$ cat src/rtl/fetch_pkg.sv
// Shared types and defaults for the instruction fetch controller.
package fetch_pkg;

    localparam int unsigned XLEN_DEF    = 64;
    localparam int unsigned INSTR_W_DEF = 32;
    localparam int unsigned PC_INC      = 4;

    typedef enum logic [1:0] {
        S_IDLE  = 2'd0,
        S_FETCH = 2'd1,
        S_HOLD  = 2'd2,
        S_DRAIN = 2'd3
    } fetch_state_e;

endpackage

$ cat src/rtl/fetch_controller.sv
// Sequences PC advance and single-outstanding imem fetches, delivering
// instructions to decode and squashing stale responses on redirect.
module fetch_controller
    import fetch_pkg::*;
#(
    parameter int unsigned XLEN    = XLEN_DEF,
    parameter int unsigned INSTR_W = INSTR_W_DEF,
    parameter int unsigned CNT_W   = 32
) (
    input  logic               clk,
    input  logic               reset,
    input  logic [XLEN-1:0]    pc_in,
    output logic               pc_en,
    output logic               pc_src,
    output logic [XLEN-1:0]    pc_target,
    input  logic               redirect_valid,
    input  logic [XLEN-1:0]    redirect_target,
    output logic               imem_req,
    output logic [XLEN-1:0]    imem_addr,
    input  logic               imem_ack,
    input  logic [INSTR_W-1:0] imem_rdata,
    output logic               if_valid,
    output logic [INSTR_W-1:0] if_instr,
    output logic [XLEN-1:0]    if_pc,
    input  logic               if_ready,
    output logic [CNT_W-1:0]   fetch_count
);

    fetch_state_e       state, state_d;
    logic               req_d;
    logic [XLEN-1:0]    addr_d;
    logic               valid_d;
    logic [INSTR_W-1:0] instr_d;
    logic [XLEN-1:0]    ifpc_d;
    logic [CNT_W-1:0]   count_d;

    // PC control: redirect wins; sequential advance only when a live fetch returns.
    assign pc_src    = reset & redirect_valid;
    assign pc_target = redirect_target;
    assign pc_en     = reset & (redirect_valid | ((state == S_FETCH) & imem_ack));

    always_ff @(posedge clk or negedge reset) begin
        if (!reset) begin
            state       <= S_IDLE;
            imem_req    <= 1'b0;
            imem_addr   <= '0;
            if_valid    <= 1'b0;
            if_instr    <= '0;
            if_pc       <= '0;
            fetch_count <= '0;
        end else begin
            state       <= state_d;
            imem_req    <= req_d;
            imem_addr   <= addr_d;
            if_valid    <= valid_d;
            if_instr    <= instr_d;
            if_pc       <= ifpc_d;
            fetch_count <= count_d;
        end
    end

    always_comb begin
        state_d = state;
        req_d   = imem_req;
        addr_d  = imem_addr;
        valid_d = if_valid;
        instr_d = if_instr;
        ifpc_d  = if_pc;
        count_d = fetch_count;

        unique case (state)
            // A redirect here means pc_in is stale; sample it one cycle later.
            S_IDLE: begin
                if (!redirect_valid) begin
                    state_d = S_FETCH;
                    addr_d  = pc_in;
                    req_d   = 1'b1;
                end
            end
            S_FETCH: begin
                if (imem_ack) begin
                    req_d = 1'b0;
                    if (redirect_valid) begin
                        state_d = S_IDLE;
                    end else begin
                        instr_d = imem_rdata;
                        ifpc_d  = imem_addr;
                        valid_d = 1'b1;
                        state_d = S_HOLD;
                    end
                end else if (redirect_valid) begin
                    state_d = S_DRAIN;
                end
            end
            S_DRAIN: begin
                if (imem_ack) begin
                    req_d   = 1'b0;
                    state_d = S_IDLE;
                end
            end
            // A handshake coinciding with a redirect still counts; decode squashes it.
            S_HOLD: begin
                if (if_ready) begin
                    count_d = fetch_count + CNT_W'(1);
                end
                if (if_ready || redirect_valid) begin
                    valid_d = 1'b0;
                    state_d = S_IDLE;
                end
            end
            default: state_d = S_IDLE;
        endcase
    end

endmodule

$ cat config.mk
export PLATFORM = sky130hd
export DESIGN_NAME = fetch_controller
export DESIGN_NICKNAME = d
export VERILOG_FILES = /design/src/rtl/fetch_pkg.sv /design/src/rtl/fetch_controller.sv
export SDC_FILE = /design/constraint.sdc
export NUM_CORES = 1
export LEC_CHECK = 0
export CAP_MARGIN = 10
export CORE_AREA = 2 2 164 166
export CTS_BUF_LIST = sky130_fd_sc_hd__clkbuf_8
export CTS_CLUSTER_DIAMETER = 150
export CTS_CLUSTER_SIZE = 16
export DETAILED_ROUTE_END_ITERATION = 6
export DIE_AREA = 0 0 166 168
export DONT_BUFFER_PORTS = 1
export GPL_TIMING_DRIVEN = 0
export HOLD_SLACK_MARGIN = 0.15
export PLACE_DENSITY = 0.5
export RECOVER_POWER = 50
export SYNTH_ARGS = -nofsm -noshare
export SYNTH_HDL_FRONTEND = slang
export SYNTH_SLANG_ARGS = --single-unit
$ cat constraint.sdc
create_clock -name clk -period 1.8 [get_ports clk]
set_input_delay 0.36 -clock clk [delete_from_list [all_inputs] [get_ports clk]]
set_output_delay 0.36 -clock clk [all_outputs]
set_load 0.005 [all_outputs]
== Word-level counts from Yosys, hierarchy flattened ==
Index checks and enable logic that the tools add are counted.

* Eq/ne operators: 10
* Divide/modulo/power cells: 0
* Reduce and logical (&&, ||, !) cells: 11
* Mux-type cells: 13
* Shift-type cells: 0
* Bitwise operators: 5
* $add $sub $neg: 1
* Multipliers: 0
* $lt $le $gt $ge: 0

{| class="wikitable"
|+ Operators by type and width
! cell !! number
|-
| $add 32x1->32 const B || 1
|-
| $mux 2 || 6
|-
| $ne 2x2->1 const B || 5
|-
| $pmux 2 s4 || 1
|-
| $reduce_and 4->1 || 2
|-
| $reduce_and 3->1 || 2
|-
| $eq 2x2->1 const B || 2
|-
| $mux 1 || 4
|-
| $pmux 1 s2 || 2
|-
| $reduce_and 2->1 || 2
|-
| $reduce_bool 2->1 || 2
|-
| $and 1x1->1 || 3
|-
| $ne 3x3->1 const B || 1
|-
| $eq 2x1->1 const B || 1
|-
| $logic_not 2->1 || 1
|-
| $ne 2x1->1 const B || 1
|-
| $reduce_or 2->1 || 1
|-
| $logic_or 1x1->1 || 1
|-
| $not 1->1 || 1
|-
| $or 1x1->1 || 1
|}

* Bits in latches: 0
* Bits in registers: 196
* Word-level logic and storage cells: 47
* Bits in read-only memories: 0
* RAM bits: 0
* Memories: 0
* Output and inout port bits: 260

== Depth between registers and ports, before layout ==
* Depth in word-level cells: 4
* Mapped depth: 7
* Depth with buffers taken out: 4

== Least setup slack after synthesis ==
Ideal clock, no wire load.

* Path kind: register to register
* Start: reg state[0]
* End: reg fetch_count[23]
* Stages on the path, launching flop included: 6
* Slack: 73 ps
* Data required time: 1676 ps
* Buffers on the path: 1
* Setup time: 124 ps
* Data arrival time: 1602 ps
* Cell sequence: dfrtp_1 buf_6 nand4b_1 or2_4 or4_4 xnor2_2

* Word-level cells in the longest chain between the ends: 2

{| class="wikitable"
|+ Ends and longest elaborated chain
! item !! line !! source
|-
| start, declared || fetch_controller.sv:29 || <nowiki>fetch_state_e state, state_d;</nowiki>
|-
| start signal, assigned || fetch_controller.sv:52 || <nowiki>state <= state_d;</nowiki>
|-
| $eq 2x2->1 || fetch_controller.sv:71 || <nowiki>unique case (state)</nowiki>
|-
| $reduce_and 2->1 (no source line) || -- ||
|-
| end signal, assigned || fetch_controller.sv:58 || <nowiki>fetch_count <= count_d;</nowiki>
|-
| end, declared || fetch_controller.sv:26 || <nowiki>output logic [CNT_W-1:0] fetch_count</nowiki>
|}

Every way passes these cells.
A chain may end at the register's enable or synchronous reset.

== Final worst setup path ==
* Start: reg state[1]
* End: reg fetch_count[23]

The elaborated chain is that of the path after synthesis.

==> impl_metrics.json <==
{
  "syn2layout_area_growth_pct": 24.6,
  "cts_inserted_buffers": 17,
  "placed_area_um2": 8550,
  "crit_chain": "buf_4 > nand4b_1 > or2_4 > or4_4 > xnor2_2",
  "die_w_um": 166,
  "finalCriticalPeriod_ns": 1.79,
  "vias": 4852,
  "avgSynthCellArea_um2": 14.6,
  "syn_area_um2": 8130,
  "synth_top_cell_by_area": "dfrtp_1",
  "fp-row-count": 60,
  "slowest_stage": "or4_4",
  "insertion_delay_ns": 0.45,
  "criticalPathCategory": "flip-flop to flip-flop",
  "final-hold-violation-count": 196,
  "violations": "negative hold slack",
  "fin_nets": 850,
  "required_ns": 2.15,
  "final-instance-count-excl-fill": 1039,
  "drc_errors": 0,
  "cts_hold_buf": 100,
  "ys.flop_type": "dfrtp_1",
  "grt_max_degree": 199,
  "first_global_vias": 5289,
  "path_buf_inv": 1,
  "synth_fp_nets": 723,
  "p_leak_nw": 4.38,
  "start_util_pct": 30.8,
  "holdCritPathClass": "input port to asynchronous set/reset pin",
  "outcome": "finished with violations",
  "portBuffers": 0,
  "whs_ns": -0.426,
  "ys_seq_area_share_pct": 60.4,
  "grt.total_usage_pct": 14.1,
  "dp_cells": 898,
  "cts.reportedPaths.clkPinSlew_ns": 0.13,
  "finalClockSkew_ns": 0.0150,
  "cts_sinks": 196,
  "critPathMaxFanout": 5,
  "slew_viol_final": 0,
  "ant_nets": 0,
  "cp-end-kind": "flip-flop",
  "synthArstFlopShare_pct": 100,
  "cts_tree": "built",
  "fmax_mhz": 558,
  "ir_drop_uv": 672,
  "antenna_found_initial": 1,
  "clk_path_buf_depth": 2,
  "worst_path_largest_cell_delay_ns": 0.53,
  "htreeDepth": 4,
  "powerDensity_nw_per_um2": 1390,
  "dp_hpwl_um": 14200,
  "ys_ff_latch": 196,
  "synth.area.top_cells": "dfrtp_1 60%, mux2_2 22%, buf_4 6.3%",
  "finalInstanceArea_um2": 10100,
  "synth_edf_count": 0,
  "synth_cell_type_count": 37,
  "fin_total_pwr_mw": 14.1,
  "synth_top_cells_by_count": "196 x dfrtp_1, 161 x mux2_2, 68 x buf_4, 19 x xnor2_1, 13 x buf_2",
  "cap_violations": 0,
  "first_pass_iters": 4,
  "ys_warn_count": 0,
  "cts_root_buffer": "clkbuf_8",
  "die_h_um": 168,
  "start_kind": "flip-flop",
  "drt_iter0_drc": 120,
  "avgRoutedWirePerCell_um": 19.5,
  "synth_cells": 557,
  "setup-violations-final": 0,
  "slew_headroom_pct": 75.4,
  "core_area_um2": 26400,
  "grt_remaining_overflow": 0,
  "wl_um": 20200,
  "min_period_over_period_pct": 99.5,
  "yosysMostFrequentCell": "dfrtp_1",
  "critPathArrivalTime_ns": 2.14,
  "dieArea_um2": 27900,
  "drive_gt1_share_pct": 43.5,
  "viasPerCell": 4.67,
  "grt_pass1_wl_um": 31000,
  "yosys.area.top_type_share_pct": 60.4,
  "path_delay_family": "simple AND/OR/NAND/NOR gates",
  "rsz0062_at_grt": "yes",
  "tightestPinTransition_ns": 0.368,
  "io_pins": 425,
  "gp_congestion": 0.736
}
-- per-layer routing --
| layer | global-route usage (%) | vias to the layer above | part of all wire, % | wire length, um |
|---|---|---|---|---|
| met1 | 15.7 | 2444 | 37 | 7460 |
| met3 | 5.76 | 14 | 9.4 | 1900 |
| met2 | 25.1 | 261 | 52 | 10600 |
| met5 | 0 | - | 0 | 0 |
| met4 | 3.78 | 0 | 1.3 | 258 |
| li1 | - | 2133 | - | - |
-- sequential cells by signal, indices dropped and copies added (netlist names) --
signal	cells
if_instr	32
state	2
if_pc	64
if_valid	1
imem_req	1
fetch_count	32
imem_addr	64
-- cells in the final DEF (no fill, tap or decap), types with 6 or more instances in the layout --
master / instances
xor2_1: 11
xnor2_1: 19
mux2_2: 161
buf_4: 13
nand4_1: 10
nor2_1: 6
buf_2: 6
clkbuf_4: 60
nor3_1: 7
dfrtp_2: 8
clkbuf_8: 18
dfrtp_1: 188
nand2_1: 10
dlygate4sd3_1: 100
nand3_1: 10
-- cell type report --
cell class,count,area (um2)
Fill cell,2468,16200
Sequential cell,196,4910
Multi-Input combinational cell,273,2640
Timing Repair Buffer,110,1080
Buffer,84,652
Tap cell,341,427
Clock buffer,18,248
Clock inverter,14,156
Inverter,2,7.51
Antenna cell,1,2.50
-- path summary, 6_finish.rpt --
| check | cells after the start | endpoint | startpoint | slack, ns |
|---|---|---|---|---|
| worst max-delay path | 5 | fetch_count[23] | state[1] | 0.009 |
| worst min-delay path | 0 | if_pc[39] | reset | -0.43 |
| worst max register to register | 5 | fetch_count[23] | state[1] | 0.009 |
| worst min register to register | 1 | fetch_count[31] | fetch_count[31] | 0.52 |
| max in group asynchronous | 0 | fetch_count[4] | reset | 1.86 |
| min in group clk | 3 | fetch_count[0] | if_ready | 0.29 |
-- per-stage QoR --
stage / util, % / hold slack, ns / TNS, ns / worst slack (ns)
floorplan: - / 0.0644 / 0 / 0.0735
global placement: 32.5 / 0.0696 / -27.63 / -0.423
detailed placement: 32.5 / 0.0692 / -34.05 / -0.469
CTS: 38.1 / -0.458 / -0.0870 / -0.0346
global route: 38.4 / -0.484 / -0.184 / -0.0498
finish: 38.4 / -0.426 / 0 / 0.00878
-- where the power goes --
part           total (mW)  internal (mW)  switching, mW  leakage (nW)
logic                2.93           1.99          0.947          1.81
clock network        2.90           1.09           1.81         0.205
registers            8.23           6.31           1.92          2.36
-- logic make-up (layout without fill, tap and decap cells) --
| logic type | count (synthesis) | after routing | share of synthesized area (%) |
|---|---|---|---|
| AOI/OAI and AO/OA | 7 | 7 | 0.508 |
| and+or+nand+nor | 73 | 73 | 5.73 |
| muxes | 161 | 161 | 22.3 |
| other | 0 | 1 | 0 |
| adders and majority gates | 1 | 1 | 0.154 |
| buffers and inverters | 88 | 228 | 7.50 |
| xor gates and xnor gates | 31 | 31 | 3.43 |
| DFF | 196 | 196 | 60.4 |
-- repair_timing --
item	in CTS	in global routing
gates resized for setup	24	16
pin swaps	2	1
endpoints found under the hold margin	296	196
gates cloned	0	0
setup buffers	3	7
endpoints found under the setup margin	169	108
Note: power is estimated with default switching activity, not from simulation.
